--- config.mk ---
export PLATFORM = sky130hd
export DESIGN_NAME = apot4_dot_seq
export DESIGN_NICKNAME = d
export VERILOG_FILES = /design/src/rtl/apot4_dot_seq.sv
export SDC_FILE = /design/constraint.sdc
export NUM_CORES = 1
export LEC_CHECK = 0
export BUFFER_PORTS_ARGS = -buffer_cell sky130_fd_sc_hd__buf_4
export CAP_MARGIN = 20
export CORE_MARGIN = 2
export CORE_UTILIZATION = 34
export CTS_CLUSTER_SIZE = 24
export DETAILED_ROUTE_END_ITERATION = 10
export GPL_TIMING_DRIVEN = 0
export PLACE_DENSITY = 0.64
export RECOVER_POWER = 25
export SYNTH_ARGS = -nofsm -noshare
export SYNTH_HDL_FRONTEND = slang
export SYNTH_SLANG_ARGS = --single-unit
--- constraint.sdc ---
create_clock -name clk -period 3.3 [get_ports clk]
set_input_delay 0.165 -clock clk [delete_from_list [all_inputs] [get_ports clk]]
set_output_delay 0.165 -clock clk [all_outputs]
set_load 0.03 [all_outputs]
--- src/rtl/apot4_dot_seq.sv ---
// apot4_dot_seq: sequencer for an APoT4 dot product on an external MAC.
// A job reads cfg_len element pairs from the activation and weight buffers.
// It streams each pair into the MAC one cycle after the read.
// It then waits for the MAC pipeline to drain and presents the accumulator value.
// Job latency is fixed: 1 + len + MAC_LAT + 1 + 1 cycles from start to res_valid.
//
// Ports
//   clk, reset                  clock, synchronous active-high reset
//   start_valid / start_ready   job request handshake
//   cfg_len, cfg_act_base,
//   cfg_wgt_base                element count and buffer base addresses
//   act_rd_en/addr/data,
//   wgt_rd_en/addr/data         buffer reads (data valid one cycle after rd_en)
//   mac_clr, mac_en,
//   mac_act, mac_weight         MAC control and operands
//   mac_out                     MAC accumulator value
//   res_valid/res_ready,
//   res_data                    result handshake
//   busy                        high whenever a job is in progress
module apot4_dot_seq #(
    parameter int unsigned ADDR_WIDTH = 8,
    parameter int unsigned ACC_WIDTH  = 16,
    parameter int unsigned MAC_LAT    = 2
) (
    input  logic                        clk,
    input  logic                        reset,
    input  logic                        start_valid,
    output logic                        start_ready,
    input  logic [ADDR_WIDTH-1:0]       cfg_len,
    input  logic [ADDR_WIDTH-1:0]       cfg_act_base,
    input  logic [ADDR_WIDTH-1:0]       cfg_wgt_base,
    output logic                        act_rd_en,
    output logic [ADDR_WIDTH-1:0]       act_rd_addr,
    input  logic [3:0]                  act_rd_data,
    output logic                        wgt_rd_en,
    output logic [ADDR_WIDTH-1:0]       wgt_rd_addr,
    input  logic [3:0]                  wgt_rd_data,
    output logic                        mac_clr,
    output logic                        mac_en,
    output logic [3:0]                  mac_act,
    output logic [3:0]                  mac_weight,
    input  logic signed [ACC_WIDTH-1:0] mac_out,
    output logic                        res_valid,
    input  logic                        res_ready,
    output logic signed [ACC_WIDTH-1:0] res_data,
    output logic                        busy
);

    // Drain counter must hold values 0..MAC_LAT.
    localparam int unsigned DRAIN_W = $clog2(MAC_LAT + 2);

    typedef enum logic [2:0] {
        IDLE,
        CLEAR,
        ISSUE,
        DRAIN,
        DONE
    } state_t;

    state_t                        state;
    state_t                        state_next;
    logic [ADDR_WIDTH-1:0]         len_q;
    logic [ADDR_WIDTH-1:0]         act_base_q;
    logic [ADDR_WIDTH-1:0]         wgt_base_q;
    logic [ADDR_WIDTH-1:0]         idx_q;
    logic [DRAIN_W-1:0]            drain_q;
    logic                          mac_en_q;
    logic signed [ACC_WIDTH-1:0]   res_q;

    logic load_cfg;
    logic job_clr;
    logic issue;
    logic drain_inc;
    logic capture;

    // State register and datapath registers.
    always_ff @(posedge clk) begin
        if (reset) begin
            state      <= IDLE;
            len_q      <= '0;
            act_base_q <= '0;
            wgt_base_q <= '0;
            idx_q      <= '0;
            drain_q    <= '0;
            mac_en_q   <= 1'b0;
            res_q      <= '0;
        end else begin
            state    <= state_next;
            mac_en_q <= issue;
            if (load_cfg) begin
                len_q      <= cfg_len;
                act_base_q <= cfg_act_base;
                wgt_base_q <= cfg_wgt_base;
            end
            if (job_clr) begin
                idx_q   <= '0;
                drain_q <= '0;
            end
            if (issue) begin
                idx_q <= idx_q + ADDR_WIDTH'(1);
            end
            if (drain_inc) begin
                drain_q <= drain_q + DRAIN_W'(1);
            end
            if (capture) begin
                res_q <= mac_out;
            end
        end
    end

    // Next-state and control strobes.
    always_comb begin
        state_next = state;
        load_cfg   = 1'b0;
        job_clr    = 1'b0;
        issue      = 1'b0;
        drain_inc  = 1'b0;
        capture    = 1'b0;
        case (state)
            IDLE: begin
                if (start_valid) begin
                    load_cfg   = 1'b1;
                    state_next = CLEAR;
                end
            end
            CLEAR: begin
                job_clr    = 1'b1;
                state_next = (len_q != '0) ? ISSUE : DRAIN;
            end
            ISSUE: begin
                issue = 1'b1;
                if (idx_q == len_q - ADDR_WIDTH'(1)) begin
                    state_next = DRAIN;
                end
            end
            DRAIN: begin
                // Last product lands on mac_out MAC_LAT+1 cycles after the last read.
                if (drain_q == DRAIN_W'(MAC_LAT)) begin
                    capture    = 1'b1;
                    state_next = DONE;
                end else begin
                    drain_inc = 1'b1;
                end
            end
            DONE: begin
                if (res_ready) begin
                    state_next = IDLE;
                end
            end
            default: state_next = IDLE;
        endcase
    end

    // Output decode; reset masks control outputs in the same cycle it is asserted.
    always_comb begin
        start_ready = (state == IDLE) && !reset;
        busy        = (state != IDLE) && !reset;
        act_rd_en   = (state == ISSUE) && !reset;
        wgt_rd_en   = act_rd_en;
        act_rd_addr = act_base_q + idx_q;
        wgt_rd_addr = wgt_base_q + idx_q;
        mac_clr     = (state == CLEAR) || reset;
        mac_en      = mac_en_q && !reset;
        mac_act     = mac_en ? act_rd_data : 4'h0;
        mac_weight  = mac_en ? wgt_rd_data : 4'h0;
        res_valid   = (state == DONE) && !reset;
        res_data    = reset ? '0 : res_q;
    end

endmodule

# After elaboration in Yosys (flattened, before gate mapping)
# Index checks and enable logic that the tools add are counted.
# Widths: inputs -> output; s select.
# totals
output_inout_bits	47
wordCells	57
inputBits	52
register_bits	54
# classes
n_eq_ne	10
mux	21
addsub	5
n_reduce_logical	13
# op_table
operator	count
$add 8x8->8	2
$mux 16	1
$mux 8	2
$pmux 3 s5	1
$mux 3	4
$mux 1	9
$add 8x1->8 const B	1
$eq 8x8->1	1
$mux 4	2
$ne 2x2->1 const B	4
$reduce_bool 8->1	1
$sub 8x1->8 const B	1
$eq 3x2->1 const B	2
$logic_and 1x1->1	5
$mux 2	2
$reduce_and 4->1	1
$reduce_bool 2->1	2
$eq 3x1->1 const B	1
$eq 3x3->1 const B	1
$logic_not 3->1	1
$reduce_bool 3->1	1
$add 2x1->2 const B	1
$eq 2x2->1 const B	1
$logic_not 1->1	1
$logic_or 1x1->1	1

# Depth between registers and ports, before layout
# depth
word_depth	4
mapped_depth	8
mapped_depth_nobuf	8

# Worst setup path after synthesis
# OpenSTA, ideal clock, no wires.
# synth_timing
kind	register -> output
start	register state[1]
end	output port wgt_rd_en
setup_slack_ps	766
arrival_ps	2369
path_buffers	3
stages_incl_launch_ff	5
t_required_ps	3135
cell_sequence	dfxtp_1 > clkbuf_1 > buf_1 > nor4b_1 > buf_4
# synth_between
elab_chain_cells	2
# synth_rtl
element	line	rtl
start, declared	60	state_t state;
start signal, assigned	88	state <= state_next;
$eq 3x2->1	158	act_rd_en = (state == ISSUE) && !reset;
$logic_and 1x1->1	158	
end, declared	35	output logic wgt_rd_en,
# No other way between the ends.

# Worst setup path in the final report
# layout_timing
start	register idx_q[1]
end	output port wgt_rd_addr[7]
# layout_between
elab_chain_cells	1
# layout_rtl
element	line	rtl
start, declared	65	logic [ADDR_WIDTH-1:0] idx_q;
start signal, assigned	100	idx_q <= idx_q + ADDR_WIDTH'(1);
$add 8x8->8	161	wgt_rd_addr = wgt_base_q + idx_q;
end, declared	36	output logic [ADDR_WIDTH-1:0] wgt_rd_addr,
# No other way between the ends.

==> metrics.yaml <==
timing:
  fin_setup_tns_ns: 0
  slew_headroom: 0.625
  tightest_slew_ns: 0.555
  timing.final.ws_setup_ns: 0.583
  rsz0062_at_grt: "false"
  fin_skew_ns: 0.00390
  timing.final.crit_share: 0.823
  setup_viol: 0
  hold_slack_ns: 0.0976
  fmax_mhz: 368
  slew_viol_final: 0
  fin_crit_ns: 2.72
  final-hold-violation-count: 0
hold_path:
  hold_class: "input pin to flip-flop"
synth:
  synth_warnings: 0
  async_flop_share: 0
  synth.largest_area_cell: "dfxtp_1"
  synthMuxAreaShare: 0.0171
  syn_nets: 490
  synth_common_cells: "nand2_1 (97), dfxtp_1 (54), a21oi_1 (51)"
  synth_top_family_by_area: "simple AND/OR/NAND/NOR gates"
  synth_cells: 419
  synthFlopType: "dfxtp_1"
  synth_xor_area_frac: 0.0612
  synth_edf_count: 0
  synth_area_leaders: "dfxtp_1 (34%), nand2_1 (12%), a21oi_1 (8.1%)"
  synth.distinct_cells: 48
  synth-adder-area-share: 0.0802
  yosysSeqAreaShare: 0.343
  syn_area_um2: 3150
  synth_area_per_cell_um2: 7.52
  ys_seq_elements: 54
  synth_most_common_cell: "nand2_1"
  synth_compound_area_frac: 0.160
  yosys.area_share.simple: 0.286
  yosys.area.top_type_share: 0.343
clock_tree:
  cts_hold_buf: 0
  clk_pin_slew_worst_paths_ns: 0.09
  ctsRootBufferMaster: "clkbuf_8"
  tritoncts: "done"
  post-cts-setup-buffer-count: 0
  clock-sinks: 54
  ctsResizeCount: 0
  clk_path_buf_depth: 2
  cts_buffers: 5
  cts_max_level: 2
  worstSkewPairLatency_ns: 0.30
drt:
  vias: 3120
  detail-route-antenna-nets: 0
  vias_per_cell: 4.91
  avgRoutedWirePerCell_um: 12.9
  drc: 0
  routed_wirelength_mm: 8.16
  first_iter_violations: 103
  firstDrtPassIters: 6
final_layout:
  syn_to_final_growth_pct: 28.9
  fillers: 960
  nNetsFinal: 595
  drive_above_1_share: 0.187
  antennaDiodeCount: 0
place:
  portBuffers: 98
  place_hpwl_mm: 6.36
  globalplace.congestion: 0.873
  place_ws_ns: 0.910
setup_path:
  worstPathArrival_ns: 2.55
  worstPathRequired_ns: 3.13
  crit_type: "flip-flop to primary output"
  start_kind: "flip-flop"
  crit_fanout: 8
  cp-end-kind: "primary output"
flow_run:
  max_cap_viol_count: 0
floorplanning:
  ios: 99
  die_height_um: 100
  coreArea_um2: 9110
  die_w_um: 100
  rows: 35
  start_util: 0.346
  die_area_um2: 10100
global_routing:
  grt_pass1_vias: 2920
  grt_first_pass_wirelength_mm: 13.4
  grt_overflow: 0
  grt_usage: 0.163
  grt_max_degree: 16
  antenna_found_initial: 0
pwr:
  totalPowerFinal_mw: 1.56
  p_leak_nw: 1.68
  max-vdd-ir-drop_mv: 0.178
  power_density_nw_per_um2: 383
run_status:
  status: "completed"
metal layers:
| layer | vias to the layer above | part of all wire | track usage |
|---|---|---|---|
| met4 | 0 | 0.012 | 0.0443 |
| met3 | 9 | 0.038 | 0.0258 |
| met2 | 67 | 0.49 | 0.279 |
| met1 | 1437 | 0.46 | 0.212 |
| li1 | 1607 | - | - |
| met5 | - | 0 | 0 |
worst paths after layout:
kind	from	endpoint	slack (ns)	depth (start not counted)
max	idx_q[1]	wgt_rd_addr[7]	0.58	7
min	mac_out[1]	res_q[1]	0.1	3
max reg2reg	drain_q[0]	res_q[12]	1.32	8
min reg2reg	res_q[15]	res_q[15]	0.46	2
through the flow:
step           cells  area, um^2  utilization
6_report         635        4060        0.446
4_1_cts          635        4140        0.454
2_1_floorplan    419        3150            -
5_1_grt          635        4060        0.446
3_3_place_gp     628        4030        0.442
3_5_place_dp     628        4030        0.442
cells in the final DEF, fill, tap and decap left out, types with 4 or more instances in the layout:
cell / n
a21o_1: 4
a21oi_1: 51
and2_1: 8
buf_4: 79
clkbuf_1: 41
clkbuf_8: 6
dfxtp_1: 54
ha_1: 17
inv_1: 15
nand2_1: 97
nand3_1: 7
nor2_1: 29
nor2b_1: 21
nor3_1: 7
o21ai_0: 10
xnor2_1: 18
xor2_1: 4
layout make-up:
type,instances,area [um^2],share of cell area
multi-input cells,324,1910,0.469
flip-flops and latches,54,1080,0.266
repair buffers,98,661,0.163
well taps,111,139,0.0342
plain buffers,26,105,0.0259
clock buffers,6,82.6,0.0203
inverters,15,56.3,0.0139
clock inverters,1,30.0,0.00740
power breakdown:
group | leakage (nW) | switching [mW] | internal, mW
logic | 1.19 | 0.224 | 0.169
clock network | 0.0573 | 0.212 | 0.243
registers | 0.439 | 0.0279 | 0.680
registers in the layout, indices dropped and copies added (netlist names):
| signal | count |
|---|---|
| act_base_q | 8 |
| drain_q | 2 |
| idx_q | 8 |
| len_q | 8 |
| mac_en_q | 1 |
| res_q | 16 |
| state | 3 |
| wgt_base_q | 8 |
cells by family (layout without fill, tap and decap cells):
family	Yosys count	after routing
xor+xnor	22	22
buf+inv	41	146
compound gates	85	85
flops	54	54
fa+ha+maj	19	19
simple gates	193	193
mux	5	5
worst max-delay path: stages, from the launching register on:
cell and delay (ns):
dfxtp_1 0.57, ha_1 0.31, a21o_1 0.19, a211oi_1 0.22
nor2_1 0.10, o41ai_1 0.48, xnor2_1 0.19, buf_4 0.18
(Power assumes the default switching activity.)
